===== config.mk =====
export PLATFORM = sky130hd
export DESIGN_NAME = yout_cmd_encoder
export DESIGN_NICKNAME = d
export VERILOG_FILES = /design/src/rtl/yout_cmd_encoder_pkg.sv /design/src/rtl/yout_mirror_model.sv /design/src/rtl/yout_cmd_encoder.sv
export SDC_FILE = /design/constraint.sdc
export NUM_CORES = 1
export LEC_CHECK = 0
export ABC_AREA = 0
export CORE_MARGIN = 3
export CORE_UTILIZATION = 42
export CTS_CLUSTER_SIZE = 8
export DETAILED_ROUTE_END_ITERATION = 6
export GPL_TIMING_DRIVEN = 0
export PLACE_DENSITY_LB_ADDON = 0.08
export SYNTH_ARGS = -nofsm -noshare
export SYNTH_HDL_FRONTEND = slang
export SYNTH_SLANG_ARGS = --single-unit

===== constraint.sdc =====
create_clock -name clk -period 2.2 [get_ports clk]
set_input_delay 0.44 -clock clk [delete_from_list [all_inputs] [get_ports clk]]
set_output_delay 0.44 -clock clk [all_outputs]
set_load 0.01 [all_outputs]

===== src/rtl/yout_cmd_encoder_pkg.sv =====
// rtl/yout_cmd_encoder_pkg.sv - symbol encodings and encoder state enum shared with the decoder
package yout_cmd_encoder_pkg;

    localparam logic [1:0] SYM_IDLE = 2'd0;
    localparam logic [1:0] SYM_CLR  = 2'd1;
    localparam logic [1:0] SYM_TGL  = 2'd2;
    localparam logic [1:0] SYM_SET  = 2'd3;

    typedef enum logic [1:0] {
        ST_IDLE = 2'd0,
        ST_SEND = 2'd1,
        ST_HOLD = 2'd2
    } enc_state_t;

endpackage


===== src/rtl/yout_mirror_model.sv =====
// rtl/yout_mirror_model.sv - tracks the decoder's yout from the command symbols it completes
module yout_mirror_model
    import yout_cmd_encoder_pkg::*;
(
    input  logic       clk,
    input  logic       reset_n,
    input  logic       update,
    input  logic [1:0] sym,
    output logic       y_model,
    output logic       y_known
);

    // update marks the edge on which the decoder sees the trailing idle symbol
    always_ff @(posedge clk or negedge reset_n) begin
        if (!reset_n) begin
            y_model <= 1'b0;
            y_known <= 1'b0;
        end else if (update) begin
            case (sym)
                SYM_CLR: begin
                    y_model <= 1'b0;
                    y_known <= 1'b1;
                end
                SYM_SET: begin
                    y_model <= 1'b1;
                    y_known <= 1'b1;
                end
                SYM_TGL: y_model <= ~y_model;
                default: ;
            endcase
        end
    end

endmodule


===== src/rtl/yout_cmd_encoder.sv =====
// rtl/yout_cmd_encoder.sv - serialises set/clear/toggle commands into decoder symbols with idle hold
module yout_cmd_encoder
    import yout_cmd_encoder_pkg::*;
#(
    parameter int HOLD_CYCLES = 1,
    parameter int CNT_W       = 4
) (
    input  logic       clk,
    input  logic       reset_n,
    input  logic       cmd_valid,
    input  logic [1:0] cmd_op,
    output logic       cmd_ready,
    output logic [1:0] x,
    output logic       busy,
    output logic       y_model,
    output logic       y_known,
    output logic       nop_err
);

    enc_state_t       state;
    logic [CNT_W-1:0] cnt;
    logic             accept;

    assign accept = cmd_valid && cmd_ready;

    always_ff @(posedge clk or negedge reset_n) begin
        if (!reset_n) begin
            state     <= ST_IDLE;
            x         <= SYM_IDLE;
            busy      <= 1'b0;
            cmd_ready <= 1'b0;
            nop_err   <= 1'b0;
            cnt       <= '0;
        end else begin
            nop_err <= 1'b0;
            case (state)
                ST_IDLE: begin
                    cmd_ready <= 1'b1;
                    if (accept) begin
                        if (cmd_op != SYM_IDLE) begin
                            state     <= ST_SEND;
                            x         <= cmd_op;
                            busy      <= 1'b1;
                            cmd_ready <= 1'b0;
                        end else begin
                            nop_err <= 1'b1;
                        end
                    end
                end
                ST_SEND: begin
                    state     <= ST_HOLD;
                    x         <= SYM_IDLE;
                    cnt       <= CNT_W'(HOLD_CYCLES - 1);
                    cmd_ready <= (HOLD_CYCLES == 1);
                end
                ST_HOLD: begin
                    if (cnt == '0) begin
                        // last hold cycle doubles as the accept slot for back-to-back commands
                        if (accept && cmd_op != SYM_IDLE) begin
                            state     <= ST_SEND;
                            x         <= cmd_op;
                            cmd_ready <= 1'b0;
                        end else begin
                            state     <= ST_IDLE;
                            busy      <= 1'b0;
                            cmd_ready <= 1'b1;
                            nop_err   <= accept;
                        end
                    end else begin
                        cnt       <= cnt - 1'b1;
                        cmd_ready <= (cnt == CNT_W'(1));
                    end
                end
                default: begin
                    state     <= ST_IDLE;
                    x         <= SYM_IDLE;
                    busy      <= 1'b0;
                    cmd_ready <= 1'b1;
                end
            endcase
        end
    end

    yout_mirror_model u_mirror (
        .clk     (clk),
        .reset_n (reset_n),
        .update  (state == ST_SEND),
        .sym     (x),
        .y_model (y_model),
        .y_known (y_known)
    );

endmodule

=== After elaboration in Yosys (flattened, before gate mapping) ===
Cells that the tools add are included.

* Register bits: 13
* Input bits: 5
* Output and inout bits: 7
* Word-level logic and storage cells: 64

* $add $sub $neg: 1
* Equality and inequality tests: 12
* Multiplexer cells: 27
* Bitwise logic cells: 2
* Reductions and logical operators: 14

{| class="wikitable"
|+ Operator list
! operator !! number
|-
| 2-to-1 mux 2 bit || 7
|-
| 2-to-1 mux 1 bit || 12
|-
| inequality test 2 bit (second input constant) || 6
|-
| case mux 4 bit (2 select lines) || 1
|-
| == test 2 bit (second input constant) || 3
|-
| case mux 1 bit (3 select lines) || 2
|-
| case mux 2 bit (3 select lines) || 1
|-
| AND reduction 2 bit || 3
|-
| AND reduction 5 bit || 1
|-
| == test 2 x 1 -> 1 bit (second input constant) || 2
|-
| == test 4 x 1 -> 1 bit (second input constant) || 1
|-
| zero test 4 bit || 1
|-
| 2-to-1 mux 4 bit || 1
|-
| case mux 1 bit (2 select lines) || 2
|-
| case mux 2 bit (2 select lines) || 1
|-
| AND reduction 4 bit || 1
|-
| nonzero test 2 bit || 2
|-
| subtractor 4 x 1 -> 4 bit (second input constant) || 1
|-
| AND reduction 3 bit || 1
|-
| nonzero test 3 bit || 1
|-
| logical AND 1 bit || 2
|-
| zero test 2 bit || 1
|-
| NOT 1 bit || 2
|-
| OR reduction 2 bit || 1
|}

=== Longest topological paths before layout ===
Gate-level depths: netlist (run 1).

* Depth in word-level cells: 5
* Mapped depth: 5
* Depth with buffers taken out: 5

=== Hierarchy ===
Synthesis (run 1) repeated with hierarchy kept, for this count alone.

* Cell total of the unflattened synthesis: 62
* Area, all modules: 648.1 µm²

{| class="wikitable"
|+ By module, submodules not included
! module !! instances !! cells an instance !! area an instance (µm²) !! sequential area each (µm²)
|-
| yout_cmd_encoder || 1 || 56 || 568.0 || 275.3
|-
| yout_mirror_model || 1 || 6 || 80.1 || 50.0
|}

=== Worst setup path before layout (run 1) ===
OpenSTA, ideal clock, no wires.

* Path kind: register to register
* From: register cnt[0]
* To: register x[0]
* Library setup time: 79 ps
* Data arrival time: 1516 ps
* Required time: 2121 ps
* Slack: 605 ps
* Stages on the path, launching flop included: 6
* Path buffers: 0
* Period minus slack after synthesis: 1595 ps
* Path through: dfrtp_1 inv_1 ha_1 or3b_1 a21oi_1 mux2i_1

* Longest elaborated chain between the ends: 3

{| class="wikitable"
|+ Ends and longest elaborated chain
! item !! line !! source
|-
| from (decl) || yout_cmd_encoder.sv:21 || <nowiki>logic [CNT_W-1:0] cnt;</nowiki>
|-
| from (signal assigned) || yout_cmd_encoder.sv:53 || <nowiki>cnt <= CNT_W'(HOLD_CYCLES - 1);</nowiki>
|-
| from (signal assigned) || yout_cmd_encoder.sv:70 || <nowiki>cnt <= cnt - 1'b1;</nowiki>
|-
| zero test 4 bit || yout_cmd_encoder.sv:57 || <nowiki>if (cnt == '0) begin</nowiki>
|-
| inequality test 2 bit (no line) || -- ||
|-
| AND reduction 4 bit (no line) || -- ||
|-
| to (signal assigned) || yout_cmd_encoder.sv:42 || <nowiki>x <= cmd_op;</nowiki>
|-
| to (signal assigned) || yout_cmd_encoder.sv:61 || <nowiki>x <= cmd_op;</nowiki>
|-
| to (decl) || yout_cmd_encoder.sv:13 || <nowiki>output logic [1:0] x,</nowiki>
|}

Every way passes these cells.
A chain may end at the register's enable or synchronous reset.

=== Final worst setup path (run 1) ===
* From: register cnt[0]
* To: register x[1]

The elaborated chain is that of the path after synthesis.

==> results of run 1 <==
## per-stage QoR
stage | util [%] | cells | cell area (um2)
2_1_floorplan | - | 64 | 673
3_3_place_gp | 57.3 | 90 | 802
3_5_place_dp | 57.3 | 90 | 802
4_1_cts | 59.2 | 94 | 828
5_1_grt | 59.2 | 94 | 828
6_report | 59.2 | 94 | 828
## metal layers
layer | GRT usage, % | up-vias
li1 | - | 268
met1 | 21.8 | 250
met2 | 20.6 | 9
met3 | 3.95 | 2
met4 | 6.82 | 0
met5 | 0 | -
## synth_stat cells
cell | count | area, um2
a32o_1 | 4 | 40.0
o21ai_0 | 2 | 10.0
dfrtp_1 | 13 | 325
nand2b_1 | 1 | 6.26
and2b_2 | 1 | 8.76
o211ai_1 | 1 | 7.51
a21oi_2 | 1 | 8.76
nor3_1 | 1 | 5.00
o31ai_1 | 2 | 15.0
nor2b_1 | 1 | 6.26
nor4_1 | 2 | 12.5
nand3b_1 | 1 | 7.51
mux2i_1 | 2 | 20.0
clkbuf_1 | 1 | 3.75
nor4b_2 | 1 | 15.0
inv_1 | 3 | 11.3
nand2_1 | 12 | 45.0
or4_1 | 2 | 15.0
inv_2 | 1 | 3.75
a211o_1 | 2 | 17.5
a21o_1 | 1 | 7.51
nor3b_1 | 1 | 7.51
buf_6 | 1 | 11.3
a22o_1 | 1 | 8.76
or3b_1 | 1 | 8.76
o21bai_1 | 2 | 15.0
a21oi_1 | 1 | 5.00
ha_1 | 2 | 25.0
## layout make-up
type                            instances  area, um2  area share, %
Sequential cell                        13        325           39.3
Clock buffer                            4       26.3           3.17
Timing Repair Buffer                   11        110           13.3
Tap cell                               15       18.8           2.27
Buffer                                  2       15.0           1.81
Multi-Input combinational cell         45        318           38.4
Inverter                                4       15.0           1.81
## worst max-delay path: stages, from the launching register on
cell	delay [ns]
dfrtp_1	0.44
inv_1	0.10
ha_1	0.22
or3b_1	0.43
a21oi_1	0.28
mux2i_1	0.23
## flip-flops by register name, summed over array words and instances, names as in the netlist
register and flops:
state 2, x 2, busy 1, cnt 4, nop_err 1, cmd_ready 1
u_mirror.y_known 1, u_mirror.y_model 1
## how the worst max path moves through the flow
stage,cells after the start,end,startpoint
floorplan,5,x[0],cnt[0]
global placement,4,busy,cmd_op[1]
detailed placement,4,x[0],cmd_op[1]
CTS,5,x[1],cnt[0]
global route,5,x[0],cnt[0]
finish,5,x[1],cnt[0]
## power by group
group          internal (uW)  switching (uW)  total [uW]
Sequential               267            21.2         289
Clock                   70.1            74.9         145
Combinational           84.2            66.3         150
## kinds of logic after synthesis
kind of cell	Yosys count	synth area share, %
flip-flops	13	48.3
adder cells (fa/ha/maj)	2	3.72
buffers and inverters	6	4.46
multiplexers	2	2.97
AO/OA/AOI/OAI	17	20.1
AND/OR/NAND/NOR	24	20.4
==> impl_results.md, run 1 <==
* Slew margin rel. at 60.6%
* WL/cell at 13.7 um
* Max VDD drop at 0.323 mV
* Port Buffer Count at 11
* Reg-to-reg startpoint: cnt[0]
* Largest net degree at the start of global routing at 14
* Yosys reg bits at 13
* Final Hold Fails at 0
* WL met2 at 556 um
* DR vias at 529
* Vias in the first global route at 520
* Hold Path Class: register to register
* CTS H-tree lvls at 1
* Filler instances at 113
* Routed Antenna Nets at 0
* Fmax at 0.561 GHz
* Post-CTS Setup Inserts at 0
* Yosys warnings at 0
* Pleak at 0.000360 uW
* Setup TNS at 0 ns
* Clock root buffer master: clkbuf_4
* GRT Residual Overflow at 0
* Drt pass-1 iters at 4
* Clock transition at path regs at 0.08 ns
* Status: complete, no violations
* Max-Cap Viols at 0
* Layout Skew at 0.00531 ns
* Critical path class: register to register
* Post-cts hold buffer count at 0
* Synthesized Nets at 71
* Wl on met1 at 665 um
* Met3 Wirelength at 57 um
* Distinct cell type count after synthesis at 28
* Antenna violations before repair at 0
* Final Critical Period at 1.78 ns
* Nets at 87
* Critical Path Start Type: register
* Hold depth at 1
* Pwr dens at 705 nW/um2
* CTS tree: built
* Post-cts repair resize count at 0
* Total power draw at 584 uW
* Top sig layer: met4
* Post-Synthesis Cell Area at 673 um2
* Final Routed Wirelength at 1290 um
* Nature of the critical path endpoint: register
* 1st-iter DRT viols at 8
* Hold-critical path endpoint: u_mirror.y_known
* RD Place Congestion at 0.710
* DR vias/cell at 5.63
* Placement Setup Slack at 0.453 ns
* Commonest cells after routing, fill and taps aside: 13 x dfrtp_1, 12 x nand2_1, 11 x clkdlybuf4s50_1, 4 x a32o_1
* Syn Area/Cell at 10.5 um2
* DIE HEIGHT at 46.0 um
* Clock Latency Late Sink at 0.27 ns
* Slew Limit Fails at 0
* Hold Slack at 0.468 ns
* Worst-path maximum fanout at 6
* I/O pin count at 12
* Syn Inst Count at 64
* R2R cell count at 5
* Ratio of final minimum period to clock period at 81.0%
* Critical Path AT at 1.97 ns
* Core footprint at 1400 um2
* Initial Utilization at 48.1%
* DRC Markers at 0
* ANT cells at 0
* DIE WIDTH at 46.0 um
* Fraction of layout cells with a size suffix above 1 at 10.1%
* CTS Buf Count at 3
* Worst slew pin tran at 0.589 ns
* Critical Path RT at 2.39 ns
* Unrepaired setup endpoints after global routing: false
* Commonest non-fill, non-tap cell in the layout: dfrtp_1
* Gr usage total at 15.0%
* DIE AREA at 2120 um2
* Syn-to-layout area delta at 23.0%
* PnR worst setup slack at 0.419 ns
* Post-DP HPWL at 908 um
* Register area share after synthesis at 48.3%
* First-pass GRT wire length at 2270 um
* Final setup vio count at 0
* Worst R2R Setup Slack at 0.42 ns
* Worst min-delay path startpoint: u_mirror.y_known
* CTS sink count at 13
* Bufs on Longest Clock Path at 2
* R2R Path End: x[1]
* Row cnt at 13
(Power assumes the default switching activity.)
==> run 2: changes to the inputs <==
==> constraint.sdc (replaced) <==
create_clock -name clk -period 1.9 [get_ports clk]
set_input_delay 0.38 -clock clk [delete_from_list [all_inputs] [get_ports clk]]
set_output_delay 0.38 -clock clk [all_outputs]
set_load 0.01 [all_outputs]
==> results of run 2 <==
Same layout as run 1 (identical final DEF). Status: complete, no violations.
Main changes from that run: setup slack after placement 0.453 ns -> 0.159 ns; setup slack after layout 0.419 ns -> 0.119 ns; register-to-register setup slack 0.42 ns -> 0.12 ns; total power 584 uW -> 676 uW; worst IR drop on VDD 0.323 mV -> 0.374 mV
